<file path="config.mk">
export PLATFORM = sky130hd
export DESIGN_NAME = render_queue_feeder
export DESIGN_NICKNAME = d
export VERILOG_FILES = /design/src/rtl/render_feeder_pkg.sv /design/src/rtl/render_byte_fifo.sv /design/src/rtl/render_queue_feeder.sv
export SDC_FILE = /design/constraint.sdc
export NUM_CORES = 1
export LEC_CHECK = 0
export ABC_CLOCK_PERIOD_IN_PS = 10500
export BUFFER_PORTS_ARGS = -buffer_cell sky130_fd_sc_hd__buf_2
export CORE_MARGIN = 1
export CORE_UTILIZATION = 24
export DETAILED_ROUTE_END_ITERATION = 10
export SETUP_SLACK_MARGIN = 0.15
export SYNTH_ARGS = -nofsm -noshare
export SYNTH_HDL_FRONTEND = slang
export SYNTH_SLANG_ARGS = --single-unit
</file>
<file path="constraint.sdc">
create_clock -name clk50 -period 10.5 [get_ports clk50]
set_clock_uncertainty 0.15 [all_clocks]
set_input_delay 2.1 -clock clk50 [delete_from_list [all_inputs] [get_ports clk50]]
set_output_delay 2.1 -clock clk50 [all_outputs]
set_load 0.1 [all_outputs]
</file>
<file path="src/rtl/render_feeder_pkg.sv">
// rtl/render_feeder_pkg.sv - shared states, register map and status bit positions for the render queue feeder
package render_feeder_pkg;

  typedef enum logic [1:0] {
    ST_IDLE  = 2'd0,
    ST_DRAIN = 2'd1,
    ST_KICK  = 2'd2,
    ST_WAIT  = 2'd3
  } feeder_state_t;

  // Write register map
  localparam logic [2:0] ADDR_PUSH    = 3'd0;
  localparam logic [2:0] ADDR_COMMIT  = 3'd1;
  localparam logic [2:0] ADDR_CLEAR   = 3'd2;
  localparam logic [2:0] ADDR_IRQ_ACK = 3'd3;

  // Read register map
  localparam logic [2:0] ADDR_STATUS  = 3'd0;
  localparam logic [2:0] ADDR_COUNT   = 3'd1;

  // Status register bit positions
  localparam int STAT_EMPTY    = 0;
  localparam int STAT_FULL     = 1;
  localparam int STAT_BUSY     = 2;
  localparam int STAT_OVERFLOW = 3;
  localparam int STAT_REJECT   = 4;
  localparam int STAT_TIMEOUT  = 5;
  localparam int STAT_IRQ      = 6;

endpackage

</file>
<file path="src/rtl/render_byte_fifo.sv">
// rtl/render_byte_fifo.sv - synchronous 8-bit staging FIFO with occupancy count
module render_byte_fifo #(
  parameter int DEPTH = 25
) (
  input  logic                       clk50,
  input  logic                       reset,
  input  logic                       clear,
  input  logic                       push,
  input  logic [7:0]                 push_data,
  input  logic                       pop,
  output logic [7:0]                 head,
  output logic                       full,
  output logic                       empty,
  output logic [$clog2(DEPTH+1)-1:0] count
);

  localparam int CW = $clog2(DEPTH + 1);
  localparam int PW = (DEPTH > 1) ? $clog2(DEPTH) : 1;

  logic [7:0]    mem [DEPTH];
  logic [PW-1:0] wr_ptr;
  logic [PW-1:0] rd_ptr;
  logic          do_push;
  logic          do_pop;

  assign full    = (count == CW'(DEPTH));
  assign empty   = (count == '0);
  assign head    = mem[rd_ptr];
  // A push into a full FIFO is allowed only when a pop frees the slot the same cycle.
  assign do_push = push && (!full || pop);
  assign do_pop  = pop && !empty;

  function automatic logic [PW-1:0] next_ptr(input logic [PW-1:0] p);
    return (p == PW'(DEPTH - 1)) ? '0 : p + 1'b1;
  endfunction

  // Storage array; contents need no reset because count gates every read.
  always_ff @(posedge clk50) begin
    if (do_push) mem[wr_ptr] <= push_data;
  end

  // Pointer and occupancy bookkeeping; clear empties the FIFO in one cycle.
  always_ff @(posedge clk50) begin
    if (reset || clear) begin
      wr_ptr <= '0;
      rd_ptr <= '0;
      count  <= '0;
    end else begin
      if (do_push) wr_ptr <= next_ptr(wr_ptr);
      if (do_pop)  rd_ptr <= next_ptr(rd_ptr);
      case ({do_push, do_pop})
        2'b10:   count <= count + 1'b1;
        2'b01:   count <= count - 1'b1;
        default: count <= count;
      endcase
    end
  end

endmodule

</file>
<file path="src/rtl/render_queue_feeder.sv">
// rtl/render_queue_feeder.sv - Avalon-MM staged feeder into the vga_display render queue (option: RENDER_FEEDER_IRQ_EN)
module render_queue_feeder
  import render_feeder_pkg::*;
#(
  parameter int DEPTH          = 25,
  parameter int TIMEOUT_CYCLES = 1_000_000
) (
  input  logic       clk50,
  input  logic       reset,
  input  logic       chipselect,
  input  logic       write,
  input  logic       read,
  input  logic [2:0] address,
  input  logic [7:0] writedata,
  output logic [7:0] readdata,
  output logic       render_queue_we,
  output logic [7:0] render_queue_din,
  output logic       do_render,
  input  logic       done_rendering,
  output logic       irq
);

  localparam int CW = $clog2(DEPTH + 1);
  localparam int TW = $clog2(TIMEOUT_CYCLES + 1);

  feeder_state_t state;
  logic [TW-1:0] timer;
  logic          overflow;
  logic          reject;
  logic          timeout;

  logic [7:0]    fifo_head;
  logic          fifo_full;
  logic          fifo_empty;
  logic [CW-1:0] fifo_count;

  logic          wr_en;
  logic          push_req;
  logic          commit_req;
  logic          clear_req;
  logic          idle;
  logic          commit_go;
  logic          fifo_push;
  logic          fifo_pop;
  logic          fifo_clear;
  logic [7:0]    status;

  assign wr_en      = chipselect && write;
  assign push_req   = wr_en && (address == ADDR_PUSH);
  assign commit_req = wr_en && (address == ADDR_COMMIT);
  assign clear_req  = wr_en && (address == ADDR_CLEAR);
  assign idle       = (state == ST_IDLE);

  assign commit_go  = idle && commit_req && (fifo_count != '0);
  assign fifo_push  = idle && push_req && !fifo_full;
  // The head byte leaves the FIFO as it is registered onto render_queue_din.
  assign fifo_pop   = commit_go || ((state == ST_DRAIN) && !fifo_empty);
  assign fifo_clear = idle && clear_req;

  render_byte_fifo #(.DEPTH(DEPTH)) u_fifo (
    .clk50     (clk50),
    .reset     (reset),
    .clear     (fifo_clear),
    .push      (fifo_push),
    .push_data (writedata),
    .pop       (fifo_pop),
    .head      (fifo_head),
    .full      (fifo_full),
    .empty     (fifo_empty),
    .count     (fifo_count)
  );

`ifdef RENDER_FEEDER_IRQ_EN
  logic irq_flag;
  logic ack_req;

  assign ack_req = wr_en && (address == ADDR_IRQ_ACK);
  assign irq     = irq_flag;

  // Completion interrupt: set on a done-terminated render, held until acknowledged.
  always_ff @(posedge clk50) begin
    if (reset) begin
      irq_flag <= 1'b0;
    end else if ((state == ST_WAIT) && done_rendering) begin
      irq_flag <= 1'b1;
    end else if (ack_req) begin
      irq_flag <= 1'b0;
    end
  end
`else
  assign irq = 1'b0;
`endif

  // Read data is combinational so the CPU sees it with zero wait states.
  always_comb begin
    status                = 8'h00;
    status[STAT_EMPTY]    = fifo_empty;
    status[STAT_FULL]     = fifo_full;
    status[STAT_BUSY]     = !idle;
    status[STAT_OVERFLOW] = overflow;
    status[STAT_REJECT]   = reject;
    status[STAT_TIMEOUT]  = timeout;
    status[STAT_IRQ]      = irq;
    readdata              = 8'h00;
    if (chipselect && read) begin
      case (address)
        ADDR_STATUS: readdata = status;
        ADDR_COUNT:  readdata = 8'(fifo_count);
        default:     readdata = 8'h00;
      endcase
    end
  end

  // Main sequencer: drain staged bytes, kick the renderer, then wait for done or timeout.
  always_ff @(posedge clk50) begin
    if (reset) begin
      state            <= ST_IDLE;
      timer            <= '0;
      overflow         <= 1'b0;
      reject           <= 1'b0;
      timeout          <= 1'b0;
      render_queue_we  <= 1'b0;
      render_queue_din <= 8'h00;
      do_render        <= 1'b0;
    end else begin
      render_queue_we  <= 1'b0;
      render_queue_din <= 8'h00;
      do_render        <= 1'b0;
      if (clear_req) begin
        overflow <= 1'b0;
        reject   <= 1'b0;
        timeout  <= 1'b0;
      end
      if (push_req && !idle) reject <= 1'b1;
      case (state)
        ST_IDLE: begin
          if (push_req && fifo_full) overflow <= 1'b1;
          if (commit_go) begin
            render_queue_we  <= 1'b1;
            render_queue_din <= fifo_head;
            state            <= ST_DRAIN;
          end
        end
        ST_DRAIN: begin
          if (!fifo_empty) begin
            render_queue_we  <= 1'b1;
            render_queue_din <= fifo_head;
          end else begin
            do_render <= 1'b1;
            state     <= ST_KICK;
          end
        end
        ST_KICK: begin
          timer <= '0;
          state <= ST_WAIT;
        end
        ST_WAIT: begin
          if (done_rendering) begin
            state <= ST_IDLE;
          end else if (timer == TW'(TIMEOUT_CYCLES - 1)) begin
            timeout <= 1'b1;
            state   <= ST_IDLE;
          end else begin
            timer <= timer + 1'b1;
          end
        end
        default: state <= ST_IDLE;
      endcase
    end
  end

endmodule

</file>
After elaboration in Yosys (flattened, before gate mapping)

Memories as Yosys holds them, arrays and structs flattened. A register that Yosys moved wholly into a read port is not among the register bits.
Cells that the tools add are included.
Widths: inputs -> output; s select.

Register bits after elaboration: 50
Bits in writable memories: 200
Output and inout port bits: 19
Memories kept: 1

Memories:

| name       | depth | bits a word | rd ports | clocked after memory_dff | write ports | line                   | text |
|---|---|---|---|---|---|---|---|
| u_fifo.mem | 25    | 8           | 1        | 1                        | 1           | render_byte_fifo.sv:20 | `logic [7:0] mem [DEPTH];` |

Equal/unequal tests: 16
Add/subtract/negate cells: 5
Bitwise gates (word level): 1
Reduce and logical (&&, ||, !) cells: 31
Muxes and demuxes: 33

Operators with widths:

| kind                  | count |
|---|---|
| $mux 20               | 2 |
| $pmux 20 s2           | 1 |
| $add 20x1->20 const B | 1 |
| $eq 20x20->1 const B  | 1 |
| $mux 5                | 4 |
| $mux 8                | 2 |
| $pmux 8 s2            | 1 |
| $add 5x1->5 const B   | 3 |
| $eq 5x5->1 const B    | 3 |
| $logic_and 1x1->1     | 15 |
| $mux 1                | 14 |
| $pmux 6 s2            | 1 |
| $pmux 5 s2            | 1 |
| $mux 2                | 4 |
| $pmux 2 s4            | 1 |
| $eq 2x2->1 const B    | 3 |
| $mux 6                | 1 |
| $ne 2x2->1 const B    | 3 |
| $reduce_and 3->1      | 2 |
| $reduce_bool 2->1     | 3 |
| $logic_not 5->1       | 1 |
| $reduce_bool 5->1     | 1 |
| $sub 5x1->5 const B   | 1 |
| $eq 2x1->1 const B    | 2 |
| 11 further kinds      | 15 |

Logic depth before layout (Yosys ltp)

Depth in word-level cells: 9
Gate-level depth with buffers: 15

By module

From an unflattened synthesis, not the netlist that was laid out.

Cells, all modules: 743
Area, all modules: 10,939.2 um^2

Modules (own cells, without submodules):

| module              | times used | cells each | seq. area each (um^2) | area each (um^2) |
|---|---|---|---|---|
| render_byte_fifo    | 1          | 525        | 6,406.1               | 9,112.5 |
| render_queue_feeder | 1          | 218        | 700.7                 | 1,826.8 |

Worst setup path before layout

No wires, ideal clock.

Kind: input-to-output
Start point: in address[2]
End point: out readdata[5]
Buffers on the path: 0
Required time: 8.250 ns
Cell stages on the path: 2
Arrival: 4.645 ns
Setup slack: 3.605 ns
Cells stage by stage: nand4bb_1 -> nor3b_1

Longest elaborated chain between the ends: 3
Elaborated cells between the ends (all ways): 4
Classes of those cells: eq/ne: 1; mux: 2; reduce/logical: 1

Ends and longest elaborated chain:

| what                                                 | line                       | text |
|---|---|---|
| start: declaration                                   | render_queue_feeder.sv:13  | `input logic [2:0] address,` |
| $eq 3x1->1 / $logic_not 3->1 (equally long branches) | render_queue_feeder.sv:106 | `case (address)` |
| $pmux 6 s2 *                                         | render_queue_feeder.sv:106 |  |
| $mux 6 *                                             | render_queue_feeder.sv:105 | `if (chipselect && read) begin` |
| end: declaration                                     | render_queue_feeder.sv:15  | `output logic [7:0] readdata,` |

Every way passes the cells marked *; elsewhere a longest branch is shown, timed or not.

Worst setup path in the final report

Start point: in address[1]
End point: out readdata[5]

Same word-level chain as after synthesis.

==> metrics.log <==
INFO  metric run_status = finished clean
INFO  metric place_congestion = 0.763
INFO  metric irDropWorstVdd = 0.110 mV
INFO  metric setup_tns = 0 ns
INFO  metric worst-slew-pin-transition = 1.14 ns
INFO  metric route.detailed.drc = 0
INFO  metric clk_pin_slew = 0.06 ns
INFO  metric timing.final.crit_share = 52.5%
INFO  metric antenna_found_initial = 0
INFO  metric grt_pass1_vias = 5837
INFO  metric clk-insertion-delay-late = 0.52 ns
INFO  metric setup_violations = 0
INFO  metric count_of_flip_flops_with_a_built_in_enable_after_synthesis = 200
INFO  metric synth-seq-area-share = 67.5%
INFO  metric power_leakage = 3.68 nW
INFO  metric netlist_area = 0.0105 mm^2
INFO  metric grt_pass1_wl = 35000 um
INFO  metric finalWirelength = 22600 um
INFO  metric cp_max_fo = 7
INFO  metric critical_path_arrival = 3.26 ns
INFO  metric final_core_utilization = 27.9%
INFO  metric cts-root-to-sink-buffers = 3
INFO  metric grt_overflow_total = 0
INFO  metric antenna_violating_nets_post_route = 0
INFO  metric routed_wire_length_per_instance = 17.0 um
INFO  metric maximum_number_of_pins_on_one_net_before_global_route_repair = 53
INFO  metric drt_iter0_drc = 422
INFO  metric fin_cells = 1333
INFO  metric worstSetupPathType = primary input to output port
INFO  metric filler_cell_count = 4387
INFO  metric grt_use_total = 10.2%
INFO  metric fin_hold_ws = 0.330 ns
INFO  metric layout_commonest_cell = sky130_fd_sc_hd__edfxtp_1
INFO  metric power.density_cell_area = 169 mW/mm^2
INFO  metric cts.root.buffer_cell = sky130_fd_sc_hd__clkbuf_16
INFO  metric layout.cells.most_common_list = 200 x sky130_fd_sc_hd__edfxtp_1, 70 x sky130_fd_sc_hd__nor2_1, 52 x sky130_fd_sc_hd__dfxtp_1, 41 x sky130_fd_sc_hd__mux4_2, 35 x sky130_fd_sc_hd__nand2_1
INFO  metric floorplan.die.height = 212 um
INFO  metric place.port_buffers = 32
INFO  metric final_net_count = 761
INFO  metric highest_clock_rate = 181 MHz
INFO  metric hpwl = 13900 um
INFO  metric layout-drive-gt1-share = 17.0%
INFO  metric multiInputGateArea = 0.00315 mm^2
INFO  metric post_cts_resize_count = 0
INFO  metric postCtsSetupRepairBufs = 0
INFO  metric dominantRegCellSynth = sky130_fd_sc_hd__edfxtp_1
INFO  metric start_util = 24.4%
INFO  metric critical_path.startpoint_type = primary input
INFO  metric cts_tree = done
INFO  metric critPathRequiredTime = 8.25 ns
INFO  metric timing.max_cap.violations = 0
INFO  metric antennaDiodeCount = 0
INFO  metric asyncSetResetFlopFracSynth = 0%
INFO  metric timing.final.max_slew_violations = 0
INFO  metric tritoncts.num_buffers = 25
INFO  metric hold_viol = 0
INFO  metric dp.cells = 1288
INFO  metric h-tree-depth = 1
INFO  metric synthesis.area_per_instance = 14.9 um^2
INFO  metric cts_hold_repair.buffers = 0
INFO  metric reg2reg_slack = 6.89 ns
INFO  metric cts.sinks = 255
INFO  metric synth.yosys.warnings = 0
INFO  metric placement_rows = 76
INFO  metric synthesis.instances = 705
INFO  metric layout-area-overhead-vs-synth = 14.4%
INFO  metric core = 0.0432 mm^2
INFO  metric timing.slew.headroom = 23.2%
INFO  metric finalCriticalPeriod = 5.51 ns
INFO  metric postSynthRegisterBits = 255
INFO  metric num_vias = 6015
INFO  metric area_of_the_die = 0.0447 mm^2
INFO  metric chipWidth = 212 um
INFO  metric worstSetupEndpointType = output port
INFO  metric floorplan.io_pins = 36
INFO  metric rsz0062_at_grt = no
INFO  metric hold_path_class = register to register
INFO  metric viasPerCell = 4.51
INFO  metric netlist-cell-type-count = 61
INFO  metric drtPass1Iterations = 6
INFO  metric register_area = 0.00711 mm^2
==> sequential cells by signal (all words and copies together) (netlist names), named ones only <==
register / cells
render_queue_we: 1
timeout: 1
u_fifo.rd_ptr: 5
reject: 1
render_queue_din: 8
state: 2
u_fifo.mem: 200
u_fifo.count: 5
timer: 20
u_fifo.wr_ptr: 5
do_render: 1
overflow: 1
==> worst max-delay path, cell delays in order <==
cell and delay [ns]:
sky130_fd_sc_hd__buf_2 0.14, sky130_fd_sc_hd__nand4bb_1 0.31, sky130_fd_sc_hd__nor3b_1 0.25, sky130_fd_sc_hd__buf_2 0.45
==> through the flow <==
stage	instance area, um^2	total power [mW]	setup WS [ns]
final	12000	2.03	4.99
after floorplan	10500	1.16	3.60
after CTS	12000	2.05	4.97
after detailed placement	11300	1.18	4.76
after global placement	11300	1.18	4.86
after global routing	12000	2.09	4.88
==> report_power, final <==
part	internal [mW]	leakage (nW)	switching, mW	total [mW]
Combinational	0.0183	1.05	0.0514	0.0697
Clock	0.501	0.389	0.369	0.870
Sequential	1.09	2.24	0.00263	1.09
==> synth_stat cells, drive strengths merged (3+ instances only) <==
library cell | count | area (um^2)
a2111oi | 4 | 35.0
a211oi | 6 | 45.0
a21oi | 20 | 100
a221oi | 5 | 43.8
a22oi | 3 | 22.5
a311oi | 6 | 52.6
a31o | 3 | 26.3
buf | 25 | 151
clkbuf | 15 | 56.3
dfxtp | 55 | 1100
edfxtp | 200 | 6010
ha | 14 | 175
inv | 21 | 78.8
mux2 | 4 | 45.0
mux2i | 14 | 140
mux4 | 41 | 923
nand2 | 35 | 131
nand2b | 8 | 50.1
nand3 | 17 | 85.1
nand3b | 5 | 37.5
nand4 | 4 | 25.0
nor2 | 70 | 263
nor2b | 22 | 138
nor3 | 7 | 40.0
nor3b | 5 | 37.5
nor4b | 3 | 26.3
o211ai | 3 | 22.5
o21ai | 18 | 90.1
o22ai | 5 | 31.3
o31ai | 4 | 30.0
o32ai | 6 | 52.6
or3 | 9 | 56.3
xnor2 | 9 | 78.8
xor2 | 7 | 61.3
==> worst paths after layout <==
path | from | depth (start not counted) | to
max reg2reg | state[0] | 12 | u_fifo.count[4]
min | overflow | 2 | overflow
max | address[1] | 4 | readdata[5]
min reg2reg | overflow | 2 | overflow
==> logic make-up after synthesis <==
group / Yosys count / share of synthesized area [%]
AO/OA/AOI/OAI: 100 / 6.64
XOR/XNOR: 16 / 1.33
adder cells (fa/ha/maj): 14 / 1.66
buffers and inverters: 61 / 2.72
flip-flops: 255 / 67.5
multiplexers: 59 / 10.5
other: 1 / 0.0356
AND/OR/NAND/NOR: 199 / 9.62
==> area by class of cell <==
type | instances | area share (%)
sequential | 255 | 59.0
multi-input combinational | 391 | 26.1
tap | 585 | 6.07
clock buffer | 32 | 5.58
timing repair buffer | 36 | 1.58
clock inverter | 13 | 0.976
inverter | 21 | 0.654
==> layer usage <==
| layer | share of wire (%) | track usage, % | vias to the layer above |
|---|---|---|---|
| met5 | 0 | 0 | - |
| met2 | 45 | 15.7 | 162 |
| met1 | 46 | 14.6 | 3046 |
| li1 | - | - | 2771 |
| met3 | 6.2 | 1.88 | 36 |
| met4 | 2.2 | 2.77 | 0 |
Power figures use the tool's default switching activity.
